==> config.mk <==
export PLATFORM = sky130hd
export DESIGN_NAME = oled_spi_receiver_flat
export DESIGN_NICKNAME = d
export VERILOG_FILES = /design/src/rtl/oled_spi_pkg.sv /design/src/rtl/oled_spi_receiver_if.sv /design/src/rtl/oled_rx_fifo.sv /design/src/rtl/oled_spi_receiver.sv /design/src/flat_wrapper.sv
export SDC_FILE = /design/constraint.sdc
export NUM_CORES = 1
export LEC_CHECK = 0
export BUFFER_PORTS_ARGS = -buffer_cell sky130_fd_sc_hd__buf_2
export CAP_MARGIN = 20
export CORE_MARGIN = 5
export CORE_UTILIZATION = 60
export DETAILED_ROUTE_END_ITERATION = 8
export GPL_TIMING_DRIVEN = 1
export PLACE_DENSITY = 0.8
export SYNTH_ARGS = -nofsm -noshare
export SYNTH_HDL_FRONTEND = slang
export SYNTH_SLANG_ARGS = --single-unit
export TNS_END_PERCENT = 100
==> constraint.sdc <==
create_clock -name clk -period 3.6 [get_ports clk]
set_input_delay 0 -clock clk [delete_from_list [all_inputs] [get_ports clk]]
set_output_delay 0 -clock clk [all_outputs]
set_load 0.01 [all_outputs]
==> src/rtl/oled_spi_pkg.sv <==
// ============================================================================
// Module  : oled_spi_pkg
// Brief   : Shared widths and FSM state type for the OLED SPI receiver.
// Revision: 1.0 - initial release
// ============================================================================
`default_nettype none

package oled_spi_pkg;

    localparam int BYTE_W  = 8;
    localparam int ENTRY_W = BYTE_W + 1;

    typedef enum logic [1:0] {
        IDLE  = 2'b00,
        SHIFT = 2'b01
    } rx_state_e;

endpackage

`default_nettype wire

==> src/rtl/oled_spi_receiver_if.sv <==
// ============================================================================
// Module  : oled_spi_receiver_if
// Brief   : Read-side bus of the received-byte FIFO.
// Revision: 1.0 - initial release
// ============================================================================
`default_nettype none

interface oled_spi_receiver_if;
    import oled_spi_pkg::*;

    logic              rd_en;
    logic [BYTE_W-1:0] rd_data;
    logic              rd_dc;
    logic              rd_valid;

    modport master (output rd_en, input rd_data, input rd_dc, input rd_valid);
    modport slave  (input rd_en, output rd_data, output rd_dc, output rd_valid);
endinterface

`default_nettype wire

==> src/rtl/oled_rx_fifo.sv <==
// ============================================================================
// Module  : oled_rx_fifo
// Brief   : Synchronous FIFO; head is presented combinationally, zero when empty.
// Revision: 1.0 - initial release
// ============================================================================
`default_nettype none

module oled_rx_fifo #(
    parameter int DEPTH = 4,
    parameter int WIDTH = 9
) (
    input  wire logic             clk,
    input  wire logic             reset,
    input  wire logic             push_i,
    input  wire logic [WIDTH-1:0] push_data_i,
    input  wire logic             pop_i,
    output logic      [WIDTH-1:0] head_o,
    output logic                  empty_o,
    output logic                  full_o
);
    localparam int AW = $clog2(DEPTH);

    logic [AW:0]      wptr_q, rptr_q;
    logic [WIDTH-1:0] mem_q [DEPTH];
    logic             w_do_push, w_do_pop;

    assign empty_o   = (wptr_q == rptr_q);
    assign full_o    = (wptr_q[AW] != rptr_q[AW]) && (wptr_q[AW-1:0] == rptr_q[AW-1:0]);
    assign w_do_pop  = pop_i & ~empty_o;
    // A simultaneous pop frees the slot the push needs.
    assign w_do_push = push_i & (~full_o | w_do_pop);
    assign head_o    = empty_o ? '0 : mem_q[rptr_q[AW-1:0]];

    always_ff @(posedge clk or posedge reset) begin
        if (reset) begin
            wptr_q <= '0;
            rptr_q <= '0;
        end else begin
            if (w_do_push) wptr_q <= wptr_q + 1'b1;
            if (w_do_pop)  rptr_q <= rptr_q + 1'b1;
        end
    end

    always_ff @(posedge clk) begin
        if (w_do_push) mem_q[wptr_q[AW-1:0]] <= push_data_i;
    end

endmodule

`default_nettype wire

==> src/rtl/oled_spi_receiver.sv <==
// ============================================================================
// Module  : oled_spi_receiver
// Brief   : SPI mode-0 slave for OLED byte streams with dc flag and FIFO.
//           Define OLED_SPI_RX_ERR_EN to enable overflow/frame_err/err_clr.
// Revision: 1.0 - initial release
// ============================================================================
`default_nettype none

module oled_spi_receiver
    import oled_spi_pkg::*;
#(
    parameter int FIFO_DEPTH  = 4,
    parameter int SYNC_STAGES = 2
) (
    input  wire logic               clk,
    input  wire logic               reset,
    input  wire logic               spi_cs,
    input  wire logic               spi_clk,
    input  wire logic               spi_mosi,
    input  wire logic               oled_dc,
    input  wire logic               err_clr,
    oled_spi_receiver_if.slave      rd,
    output logic                    overflow,
    output logic                    frame_err
);
    logic [SYNC_STAGES-1:0] cs_sync_q, clk_sync_q, mosi_sync_q, dc_sync_q;
    logic                   sclk_prev_q;
    logic                   w_cs, w_sclk, w_mosi, w_dc, w_rise;

    rx_state_e              state_q;
    logic [2:0]             cnt_q;
    logic [BYTE_W-1:0]      shreg_q;

    logic                   w_push, w_pop, w_full, w_empty, w_frame_evt;
    logic [ENTRY_W-1:0]     w_push_data, w_head;

    always_ff @(posedge clk or posedge reset) begin
        if (reset) begin
            cs_sync_q   <= '1;
            clk_sync_q  <= '0;
            mosi_sync_q <= '0;
            dc_sync_q   <= '0;
            sclk_prev_q <= 1'b0;
        end else begin
            cs_sync_q   <= {cs_sync_q[SYNC_STAGES-2:0],   spi_cs};
            clk_sync_q  <= {clk_sync_q[SYNC_STAGES-2:0],  spi_clk};
            mosi_sync_q <= {mosi_sync_q[SYNC_STAGES-2:0], spi_mosi};
            dc_sync_q   <= {dc_sync_q[SYNC_STAGES-2:0],   oled_dc};
            sclk_prev_q <= w_sclk;
        end
    end

    assign w_cs   = cs_sync_q[SYNC_STAGES-1];
    assign w_sclk = clk_sync_q[SYNC_STAGES-1];
    assign w_mosi = mosi_sync_q[SYNC_STAGES-1];
    assign w_dc   = dc_sync_q[SYNC_STAGES-1];
    assign w_rise = w_sclk & ~sclk_prev_q;

    // Deselect takes precedence over a coincident clock edge.
    assign w_push      = (state_q == SHIFT) & ~w_cs & w_rise & (cnt_q == 3'd7);
    assign w_push_data = {w_dc, shreg_q[BYTE_W-2:0], w_mosi};
    assign w_frame_evt = (state_q == SHIFT) & w_cs & (cnt_q != 3'd0);

    always_ff @(posedge clk or posedge reset) begin
        if (reset) begin
            state_q <= IDLE;
            cnt_q   <= 3'd0;
            shreg_q <= '0;
        end else begin
            case (state_q)
                IDLE: begin
                    cnt_q <= 3'd0;
                    if (!w_cs) state_q <= SHIFT;
                end
                SHIFT: begin
                    if (w_cs) begin
                        state_q <= IDLE;
                        cnt_q   <= 3'd0;
                        shreg_q <= '0;
                    end else if (w_rise) begin
                        shreg_q <= {shreg_q[BYTE_W-2:0], w_mosi};
                        cnt_q   <= cnt_q + 3'd1;
                    end
                end
                default: begin
                    state_q <= IDLE;
                    cnt_q   <= 3'd0;
                    shreg_q <= '0;
                end
            endcase
        end
    end

    assign w_pop = rd.rd_en & ~w_empty;

    oled_rx_fifo #(
        .DEPTH (FIFO_DEPTH),
        .WIDTH (ENTRY_W)
    ) u_fifo (
        .clk         (clk),
        .reset       (reset),
        .push_i      (w_push),
        .push_data_i (w_push_data),
        .pop_i       (rd.rd_en),
        .head_o      (w_head),
        .empty_o     (w_empty),
        .full_o      (w_full)
    );

    assign rd.rd_data  = w_head[BYTE_W-1:0];
    assign rd.rd_dc    = w_head[BYTE_W];
    assign rd.rd_valid = ~w_empty;

`ifdef OLED_SPI_RX_ERR_EN
    logic overflow_q, frame_err_q;

    // A setting event in the same cycle overrides err_clr.
    always_ff @(posedge clk or posedge reset) begin
        if (reset) begin
            overflow_q  <= 1'b0;
            frame_err_q <= 1'b0;
        end else begin
            if (w_push & w_full & ~w_pop) overflow_q <= 1'b1;
            else if (err_clr)             overflow_q <= 1'b0;
            if (w_frame_evt)              frame_err_q <= 1'b1;
            else if (err_clr)             frame_err_q <= 1'b0;
        end
    end

    assign overflow  = overflow_q;
    assign frame_err = frame_err_q;
`else
    logic w_unused_err;
    assign w_unused_err = err_clr ^ w_full ^ w_pop ^ w_frame_evt;
    assign overflow     = 1'b0;
    assign frame_err    = 1'b0;
`endif

endmodule

`default_nettype wire

==> src/flat_wrapper.sv <==
// flat-port wrapper written by rule: the top's interface ports become plain ports
module oled_spi_receiver_flat import oled_spi_pkg::*;
#(
    parameter int FIFO_DEPTH  = 4,
    parameter int SYNC_STAGES = 2
)
  (clk, reset, spi_cs, spi_clk, spi_mosi, oled_dc, err_clr, overflow, frame_err, rd_rd_en, rd_rd_data, rd_rd_dc, rd_rd_valid);
  oled_spi_receiver_if rd_i ();
  input  wire logic clk;
  input  wire logic reset;
  input  wire logic spi_cs;
  input  wire logic spi_clk;
  input  wire logic spi_mosi;
  input  wire logic oled_dc;
  input  wire logic err_clr;
  output logic overflow;
  output logic frame_err;
  input wire logic [$bits(rd_i.rd_en)-1:0] rd_rd_en;
  output wire logic [$bits(rd_i.rd_data)-1:0] rd_rd_data;
  output wire logic [$bits(rd_i.rd_dc)-1:0] rd_rd_dc;
  output wire logic [$bits(rd_i.rd_valid)-1:0] rd_rd_valid;
  assign rd_i.rd_en = rd_rd_en;
  assign rd_rd_data = rd_i.rd_data;
  assign rd_rd_dc = rd_i.rd_dc;
  assign rd_rd_valid = rd_i.rd_valid;
  oled_spi_receiver #(.FIFO_DEPTH(FIFO_DEPTH), .SYNC_STAGES(SYNC_STAGES)) u_core (.clk(clk), .reset(reset), .spi_cs(spi_cs), .spi_clk(spi_clk), .spi_mosi(spi_mosi), .oled_dc(oled_dc), .err_clr(err_clr), .rd(rd_i), .overflow(overflow), .frame_err(frame_err));
endmodule
-- Yosys cells after proc, flatten, opt, wreduce, memory -nomap -nowiden
Memory sizes are Yosys's and may differ from the RTL's.
Cells that the tools add are included.
- bits in registers: 27
- memory bits (writable): 36
- input bits: 8
- output and inout port bits: 12
- memories: 1
- add/sub/neg operators: 3
- equal/unequal tests: 8
- multiplexer cells: 12
- bitwise logic cells: 12
- reduce and logical (&&, ||, !) cells: 4
- memory list (name ; depth ; width ; read ports ; clocked after memory_dff ; wr ports ; RTL line ; source):
    u_core.u_fifo.mem_q ; 4 ; 9 ; 1 ; 0 ; 1 ; oled_rx_fifo.sv:24 ; logic [WIDTH-1:0] mem_q [DEPTH];
- operators by type and width (kind ; number):
    $mux 7 ; 2
    $pmux 7 s2 ; 1
    $add 3x1->3 const B ; 3
    $mux 3 ; 3
    $mux 9 ; 1
    $and 1x1->1 ; 6
    $not 1->1 ; 5
    $mux 2 ; 2
    $pmux 2 s2 ; 1
    $reduce_and 2->1 ; 2
    $eq 3x3->1 ; 1
    $eq 3x3->1 const B ; 1
    $ne 3x1->1 const B ; 1
    $eq 2x1->1 const B ; 1
    $eq 2x2->1 ; 1
    $logic_not 2->1 ; 1
    $mux 1 ; 2
    $ne 2x1->1 const B ; 1
    $ne 2x2->1 const B ; 1
    $logic_and 1x1->1 ; 1
    $ne 1x1->1 ; 1
    $or 1x1->1 ; 1

-- Longest topological paths before layout
Gate-level depths: netlist (run 1).
- word-level depth: 7
- mapped depth: 5
- depth with buffers taken out: 5

-- Hierarchy
From an unflattened synthesis (run 1), not the netlist that was laid out.
- cell total of the unflattened synthesis: 159
- area total of the unflattened synthesis: 2600.0 um^2
- by module, submodules not included (module ; times used ; cells each ; area each (um^2) ; sequential area each (um^2)):
    oled_rx_fifo ; 1 ; 92 ; 1789.2 ; 1231.2
    oled_spi_receiver ; 1 ; 67 ; 810.8 ; 503.0

-- Worst setup path after synthesis (run 1)
OpenSTA, ideal clock, no wires.
- path kind: flip-flop to flip-flop
- start: reg u_core.cnt_q[0]
- end: mem u_core.u_fifo.mem_q[0][0], enable pin
- arrival: 1.712 ns
- data required time: 3.211 ns
- path slack: 1.499 ns
- stages on the path, launching flop included: 5
- path buffers: 0
- path through: dfrtp_1 ha_1 ha_1 nand4b_1 nor3b_1
- cells in the longest elaborated chain, start to end: 5
- ends and longest elaborated chain (item ; RTL line ; source):
    start, declared ; oled_spi_receiver.sv:31 ; logic [2:0] cnt_q;
    start signal, assigned ; oled_spi_receiver.sv:82 ; cnt_q <= cnt_q + 3'd1;
    $eq 3x3->1 ; oled_spi_receiver.sv:60 ; assign w_push = (state_q == SHIFT) & ~w_cs & w_rise & (cnt_q == 3'd7);
    $and 1x1->1 ; oled_spi_receiver.sv:60 ;
    $and 1x1->1 ; oled_rx_fifo.sv:31 ; assign w_do_push = push_i & (~full_o | w_do_pop);
    $mux 1 ; oled_rx_fifo.sv:45 ; if (w_do_push) mem_q[wptr_q[AW-1:0]] <= push_data_i;
    $mux 1 (not written as such) ; oled_rx_fifo.sv:45 ;
    end, declared ; oled_rx_fifo.sv:24 ;
No other way between the ends.

-- Worst setup path after layout (run 1)
- start: reg u_core.u_fifo.rptr_q[0]
- end: out rd_rd_data[3]
- cells in the longest elaborated chain, start to end: 2
- ends and longest elaborated chain (item ; RTL line ; source):
    start, declared ; oled_rx_fifo.sv:23 ; logic [AW:0] wptr_q, rptr_q;
    start signal, assigned ; oled_rx_fifo.sv:40 ; if (w_do_pop) rptr_q <= rptr_q + 1'b1;
    $mem_v2 4x9 or $eq 3x3->1 (tied branches) ; - ;
    $mux 9 (*) ; oled_rx_fifo.sv:32 ; assign head_o = empty_o ? '0 : mem_q[rptr_q[AW-1:0]];
    end, declared ; flat_wrapper.sv:19 ; output wire logic [$bits(rd_i.rd_data)-1:0] rd_rd_data;
Every way passes the cells marked *; elsewhere a longest branch is shown, timed or not.

==> impl_metrics.py, run 1 <==
metrics = {
    "cts": {
        "htreeDepth": 3,
        "cts_max_path_buffers": 2,
        "cts_resized": 0,
        "insertion_delay_ps": 320,
        "clock-sinks": 62,
        "clkTransAtPathRegs_ps": 60,
        "cts_tree": "built",
        "cts_buffers": 9,
        "cts_root_buffer": "clkbuf_8",
    },
    "detailed_routing": {
        "via_per_inst": 5.59,
        "dr_total_vias": 1415,
        "wirelength_um": 4180,
        "firstDrtPassIters": 5,
        "drc": 0,
        "ant_nets": 0,
        "wl_per_cell_um": 16.5,
        "drt_iter0_markers": 109,
    },
    "yosys": {
        "synth_compound_area_frac": 0.0504,
        "ys_types": 41,
        "syn_area_per_cell_um2": 16.1,
        "synth-simple-area-share": 0.101,
        "synth_top_family_by_area": "simple AND/OR/NAND/NOR gates",
        "synth_fa_ha_area_frac": 0.0380,
        "synth_ff_type": "edfxtp_1",
        "synth_warnings": 0,
        "postSynthCellCount": 164,
        "ys_top_cells_by_count": "36 x edfxtp_1, 24 x dfrtp_1, 12 x inv_1",
        "netlist_area_um2": 2630,
        "synthArstFlopShare": 0.419,
        "ys_ff_latch": 62,
        "yosysTopAreaCell": "edfxtp_1",
        "synth_area_leaders": "edfxtp_1 41%, dfrtp_1 23%, mux4_2 7.7%",
        "synth-edff-count": 36,
        "yosysSeqAreaShare": 0.659,
        "synth-xor-area-share": 0.0318,
        "synthMuxAreaShare": 0.0827,
        "synth_most_common_cell": "edfxtp_1",
        "synth_top_area_frac": 0.411,
    },
    "setup_path": {
        "path_max_fanout": 12,
        "crit_required_ps": 3600,
        "slowest_stage": "dfrtp_1",
        "start_kind": "flop",
        "reg2reg_to": "u_core.u_fifo.mem_q[2][4]",
        "r2r-start": "u_core.u_fifo.rptr_q[0]",
        "crit_path_end_kind": "output pin",
        "crit_arrival_ps": 2440,
        "path_class": "flop to output pin",
        "crit_chain": "xor2_2, nor3_2, and2b_1, buf_2",
        "critPathMaxStageDelay_ps": 830,
        "crit_family": "simple AND/OR/NAND/NOR gates",
        "r2r_cells": 4,
        "critPathBufInv": 1,
        "ff2ff_setup_slack_ps": 1390,
    },
    "global_routing": {
        "grt_pass1_vias": 1493,
        "grt_max_degree": 27,
        "grt_pass1_wl_um": 7270,
        "gr-total-overflow": 0,
        "grtUsageTotal": 0.162,
        "antenna_found_initial": 0,
    },
    "power": {
        "total_power_mw": 2.04,
        "powerDensity_nw_per_um2": 663,
        "p_leak_nw": 1.22,
        "ir_worst_vdd_mv": 0.348,
    },
    "floorplan": {
        "start_util": 0.613,
        "rows": 24,
        "die_width_um": 76.2,
        "dieArea_um2": 5810,
        "core-area_um2": 4290,
        "die_h_um": 76.2,
        "io_pins": 20,
    },
    "run_status": {
        "status": "finished clean",
    },
    "timing": {
        "report.final.slew_viol_count": 0,
        "rsz0062_at_grt": "false",
        "max_freq_mhz": 409,
        "fin_crit_sh": 0.679,
        "hold_viol_final": 0,
        "fin_worst_skew_ps": 6.92,
        "setup_viol": 0,
        "finalSetupTns_ps": 0,
        "tightest_slew_ps": 760,
        "fin_crit_ps": 2440,
        "max_slew_margin": 0.492,
    },
    "layout": {
        "final_nets": 212,
        "fillers": 275,
        "seq_area_um2": 1730,
        "diodes": 0,
        "multi_input_area_um2": 808,
        "post-route-cell-area_um2": 3080,
        "area.growth.synth_to_final_pct": 17.0,
        "drive_above_1_share": 0.289,
    },
    "hold_path": {
        "min_path_type": "primary input to flop",
        "min_path_cells": 3,
        "whs_endpoint": "u_core.u_fifo.rptr_q[2]",
        "hold_start": "rd_rd_en",
    },
    "job": {
        "maxCapViolations": 0,
    },
    "placement": {
        "dpl.hpwl_um": 2730,
        "gp_congestion": 0.806,
        "dpl_cell_area_um2": 2770,
        "numPortBuffers": 16,
    },
}
-- worst max path at each step --
stage | start | endpoint | slack, ps | cells after the start
finish | u_core.u_fifo.rptr_q[0] | rd_rd_data[3] | 1160 | 4
global route | u_core.u_fifo.rptr_q[0] | rd_rd_data[3] | 870 | 4
CTS | u_core.u_fifo.rptr_q[0] | rd_rd_data[3] | 1060 | 4
detailed placement | u_core.u_fifo.rptr_q[0] | u_core.u_fifo.mem_q[2][3] | 1380 | 4
global placement | u_core.u_fifo.rptr_q[0] | u_core.u_fifo.mem_q[0][3] | 1470 | 4
floorplan | u_core.cnt_q[0] | u_core.u_fifo.mem_q[0][0] | 1500 | 4
-- logic make-up after synthesis --
kind of cell / Yosys count
muxes: 10
AOI/OAI and AO/OA: 17
xor gates and xnor gates: 7
adders and majority gates: 8
other: 1
buffers and inverters: 19
and+or+nand+nor: 40
DFF: 62
-- what timing repair did --
action	in CTS	in global routing
endpoints found under the hold margin	28	0
buffers inserted	0	0
hold buffers	5	0
-- cell usage in the layout, fill, tap and decap left out, types with 2 or more instances in the layout --
cell type       n
edfxtp_1       36
dfrtp_1        24
buf_2          16
inv_1          12
clkbuf_8       11
nor2b_1         9
mux4_2          9
nand4_1         8
o21ai_0         8
ha_1            8
nand2_1         7
dlygate4sd3_1   5
buf_4           4
xor2_2          3
xnor2_1         3
nor3b_1         3
bufinv_16       3
clkinv_1        2
nand2b_1        2
a21oi_1         2
conb_1          2
dfstp_2         2
-- sequential cells by signal, indices dropped and copies added (netlist names) --
register              cells
u_core.clk_sync_q         2
u_core.shreg_q            7
u_core.u_fifo.rptr_q      3
u_core.mosi_sync_q        2
u_core.cs_sync_q          2
u_core.dc_sync_q          2
u_core.u_fifo.mem_q      36
u_core.cnt_q              3
u_core.sclk_prev_q        1
u_core.u_fifo.wptr_q      3
u_core.state_q            1
-- worst register-to-register path, stage by stage, from the launching register on --
cell and delay [ps]:
dfrtp_1 830, xor2_2 460, nor4b_4 130, nor3b_1 250, buf_4 240
-- through the flow --
step	setup slack, ps	hold WS (ps)	std cells	util
6_report	1160	46.6	253	0.717
5_1_grt	873	47.2	253	0.717
4_1_cts	1060	36.2	252	0.714
3_5_place_dp	1380	107	231	0.644
3_3_place_gp	1470	106	231	0.644
2_1_floorplan	1500	4.48	165	-
-- per-layer routing --
layer / vias to the layer above / GRT usage / wire [um]
li1: 664 / - / -
met1: 710 / 0.189 / 1710
met2: 35 / 0.278 / 2220
met3: 6 / 0.0544 / 207
met4: 0 / 0.0577 / 40
met5: - / 0 / 0
-- final cells by class --
type                            count  area share
Tap cell                           52      0.0211
Inverter                           13      0.0158
Multi-Input combinational cell     84       0.262
Clock buffer                       12      0.0504
Sequential cell                    62       0.563
Clock inverter                      4      0.0305
Timing Repair Buffer               26      0.0569
-- report_power, final --
| group | switching (mW) | internal [mW] | total [mW] | leakage [nW] |
|---|---|---|---|---|
| sequential | 0.106 | 0.787 | 0.893 | 0.665 |
| clock | 0.249 | 0.496 | 0.745 | 0.124 |
| combinational | 0.182 | 0.221 | 0.403 | 0.436 |
(Power assumes the default switching activity.)
==> inputs of run 2 (changes only) <==
- CORE_UTILIZATION: 60 -> 59
- PLACE_DENSITY: 0.8 -> 0.78
- clock period: 3.6 -> 2.3 ns (I/O delays scaled with it)
==> run 2 against run 1 <==
Net effect:
- register-to-register slack got worse by 1000 ps
- via count down 0.14%
- setup slack lost 880 ps
- critical path depth unchanged
- clock power increased by 44%
- core utilization fell by 0.47 points
- cell area increased by 0.73%
- critical path type unchanged
- largest cell class unchanged
==> impl_metrics.py, run 2 (synthesized netlist as in run 1, its figures left out) <==
metrics = {
    "run_status": {
        "status": "finished clean",
    },
    "detailed_routing": {
        "firstDrtPassIters": 4,
        "met3_length_um": 215,
        "drc": 0,
        "wirelength_um": 4200,
        "met1Wirelength_um": 1750,
        "via_per_inst": 5.52,
        "wl_per_cell_um": 16.4,
        "routed-wl-met2_um": 2170,
        "drt_iter0_markers": 85,
        "dr_total_vias": 1413,
        "highest-signal-layer": "met4",
        "ant_nets": 0,
    },
    "cts": {
        "clkTransAtPathRegs_ps": 70,
        "cts_setup_buffers": 0,
        "htreeDepth": 3,
        "cts_resized": 0,
        "clock-sinks": 62,
        "insertion_delay_ps": 330,
        "cts_root_buffer": "clkbuf_8",
        "cts_max_path_buffers": 2,
        "hold_buffers": 5,
        "cts_buffers": 9,
        "cts_tree": "built",
    },
    "setup_path": {
        "crit_family": "simple AND/OR/NAND/NOR gates",
        "critPathBufInv": 1,
        "r2r-start": "u_core.state_q[0]",
        "start_kind": "flop",
        "critPathMaxStageDelay_ps": 600,
        "crit_chain": "xor2_2, nor3_2, and2b_1, buf_2",
        "crit_path_end_kind": "output pin",
        "crit_arrival_ps": 2020,
        "path_class": "flop to output pin",
        "slowest_stage": "nor3_2",
        "worstSetupStartpoint": "u_core.u_fifo.wptr_q[1]",
        "path_max_fanout": 10,
        "crit_required_ps": 2300,
    },
    "power": {
        "netSwitchingPower_mw": 0.858,
        "ir_worst_vdd_mv": 0.542,
        "p_leak_nw": 1.24,
        "power_frac_seq": 0.421,
        "intPower_mw": 2.26,
        "pwr-share-comb": 0.237,
        "p_clk_frac": 0.342,
        "swShare": 0.275,
        "powerDensity_nw_per_um2": 1010,
    },
    "timing": {
        "setup_viol": 0,
        "fin_worst_skew_ps": 6.79,
        "rsz0062_at_grt": "false",
        "tightest_slew_ps": 643,
        "max_slew_margin": 0.569,
        "fin_crit_ps": 2020,
        "hold_viol_final": 0,
        "max_freq_mhz": 495,
        "fin_crit_sh": 0.878,
        "finalSetupTns_ps": 0,
        "report.final.slew_viol_count": 0,
    },
    "layout": {
        "post-route-cell-area_um2": 3100,
        "largest_reg_flops": 36,
        "final_common_cell": "edfxtp_1",
        "final_nets": 215,
        "drive_above_1_share": 0.309,
        "multi_input_area_um2": 808,
        "area.growth.synth_to_final_pct": 17.9,
        "final_util": 0.713,
        "fillers": 277,
        "layout_common_cells": "36 x edfxtp_1, 24 x dfrtp_1, 16 x buf_2",
        "seq_area_um2": 1730,
        "diodes": 0,
    },
    "hold_path": {
        "min_path_type": "primary input to flop",
        "hold_start": "rd_rd_en",
    },
    "global_routing": {
        "grt_max_degree": 27,
        "antenna_found_initial": 0,
        "grt_pass1_vias": 1462,
        "grt_pass1_wl_um": 7180,
        "gr-total-overflow": 0,
        "grtUsageTotal": 0.159,
    },
    "floorplan": {
        "dieArea_um2": 5900,
        "core-area_um2": 4350,
        "die_h_um": 76.8,
        "start_util": 0.605,
        "die_width_um": 76.8,
        "rows": 24,
        "io_pins": 20,
    },
    "placement": {
        "gp_congestion": 0.837,
        "numPortBuffers": 16,
        "dpl_cell_area_um2": 2790,
        "dpl.hpwl_um": 2860,
    },
    "job": {
        "maxCapViolations": 0,
    },
}
## run 2: cell count changes in the layout (fill, tap and decap cells not counted), moves of 2 or more
cell,change
buf_4,+3
clkinv_2,+2
clkbuf_16,+2
bufinv_16,-2
## run 2: power groups by stage
stage / logic, mW / registers, mW / clock network (mW)
floorplan: 0.597 / 1.30 / 0
global placement: 0.723 / 1.33 / 0
detailed placement: 0.745 / 1.33 / 0
CTS: 0.750 / 1.31 / 1.09
global route: 0.817 / 1.32 / 1.15
finish: 0.739 / 1.32 / 1.07
## run 2: per-layer routing
metal | GRT usage | vias to the layer above
met5 | 0 | -
met4 | 0.0787 | 0
met3 | 0.0375 | 7
met2 | 0.260 | 39
met1 | 0.199 | 696
li1 | - | 671
## run 2: worst min-delay path, cell delays in order
cell and delay, ps:
buf_2 150, o31ai_2 100, xnor2_1 70
## run 2: layout make-up
class                           instances  share of cell area
Clock inverter                          4              0.0157
Clock buffer                           12              0.0605
Sequential cell                        62               0.559
Tap cell                               52              0.0210
Multi-Input combinational cell         84               0.260
Inverter                               13              0.0157
Timing Repair Buffer                   29              0.0677
## run 2: worst paths after layout
check,endpoint,slack [ps],depth (start not counted)
setup / recovery,rd_rd_data[3],280,4
hold / removal,u_core.u_fifo.rptr_q[0],30,3
setup reg to reg,u_core.u_fifo.mem_q[0][0],350,4
hold reg to reg,u_core.clk_sync_q[1],350,0
max in group asynchronous,u_core.cs_sync_q[1],1810,4
min in group asynchronous,u_core.u_fifo.rptr_q[2],260,4
## run 2: per-stage QoR
stage	worst slack [ps]	hold slack [ps]	total power [mW]	std cells
after floorplan	199	4.48	1.90	165
after global placement	468	106	2.05	234
after detailed placement	385	109	2.08	234
after CTS	206	12.4	3.15	255
after global routing	118	52.8	3.29	256
final	280	27.4	3.12	256
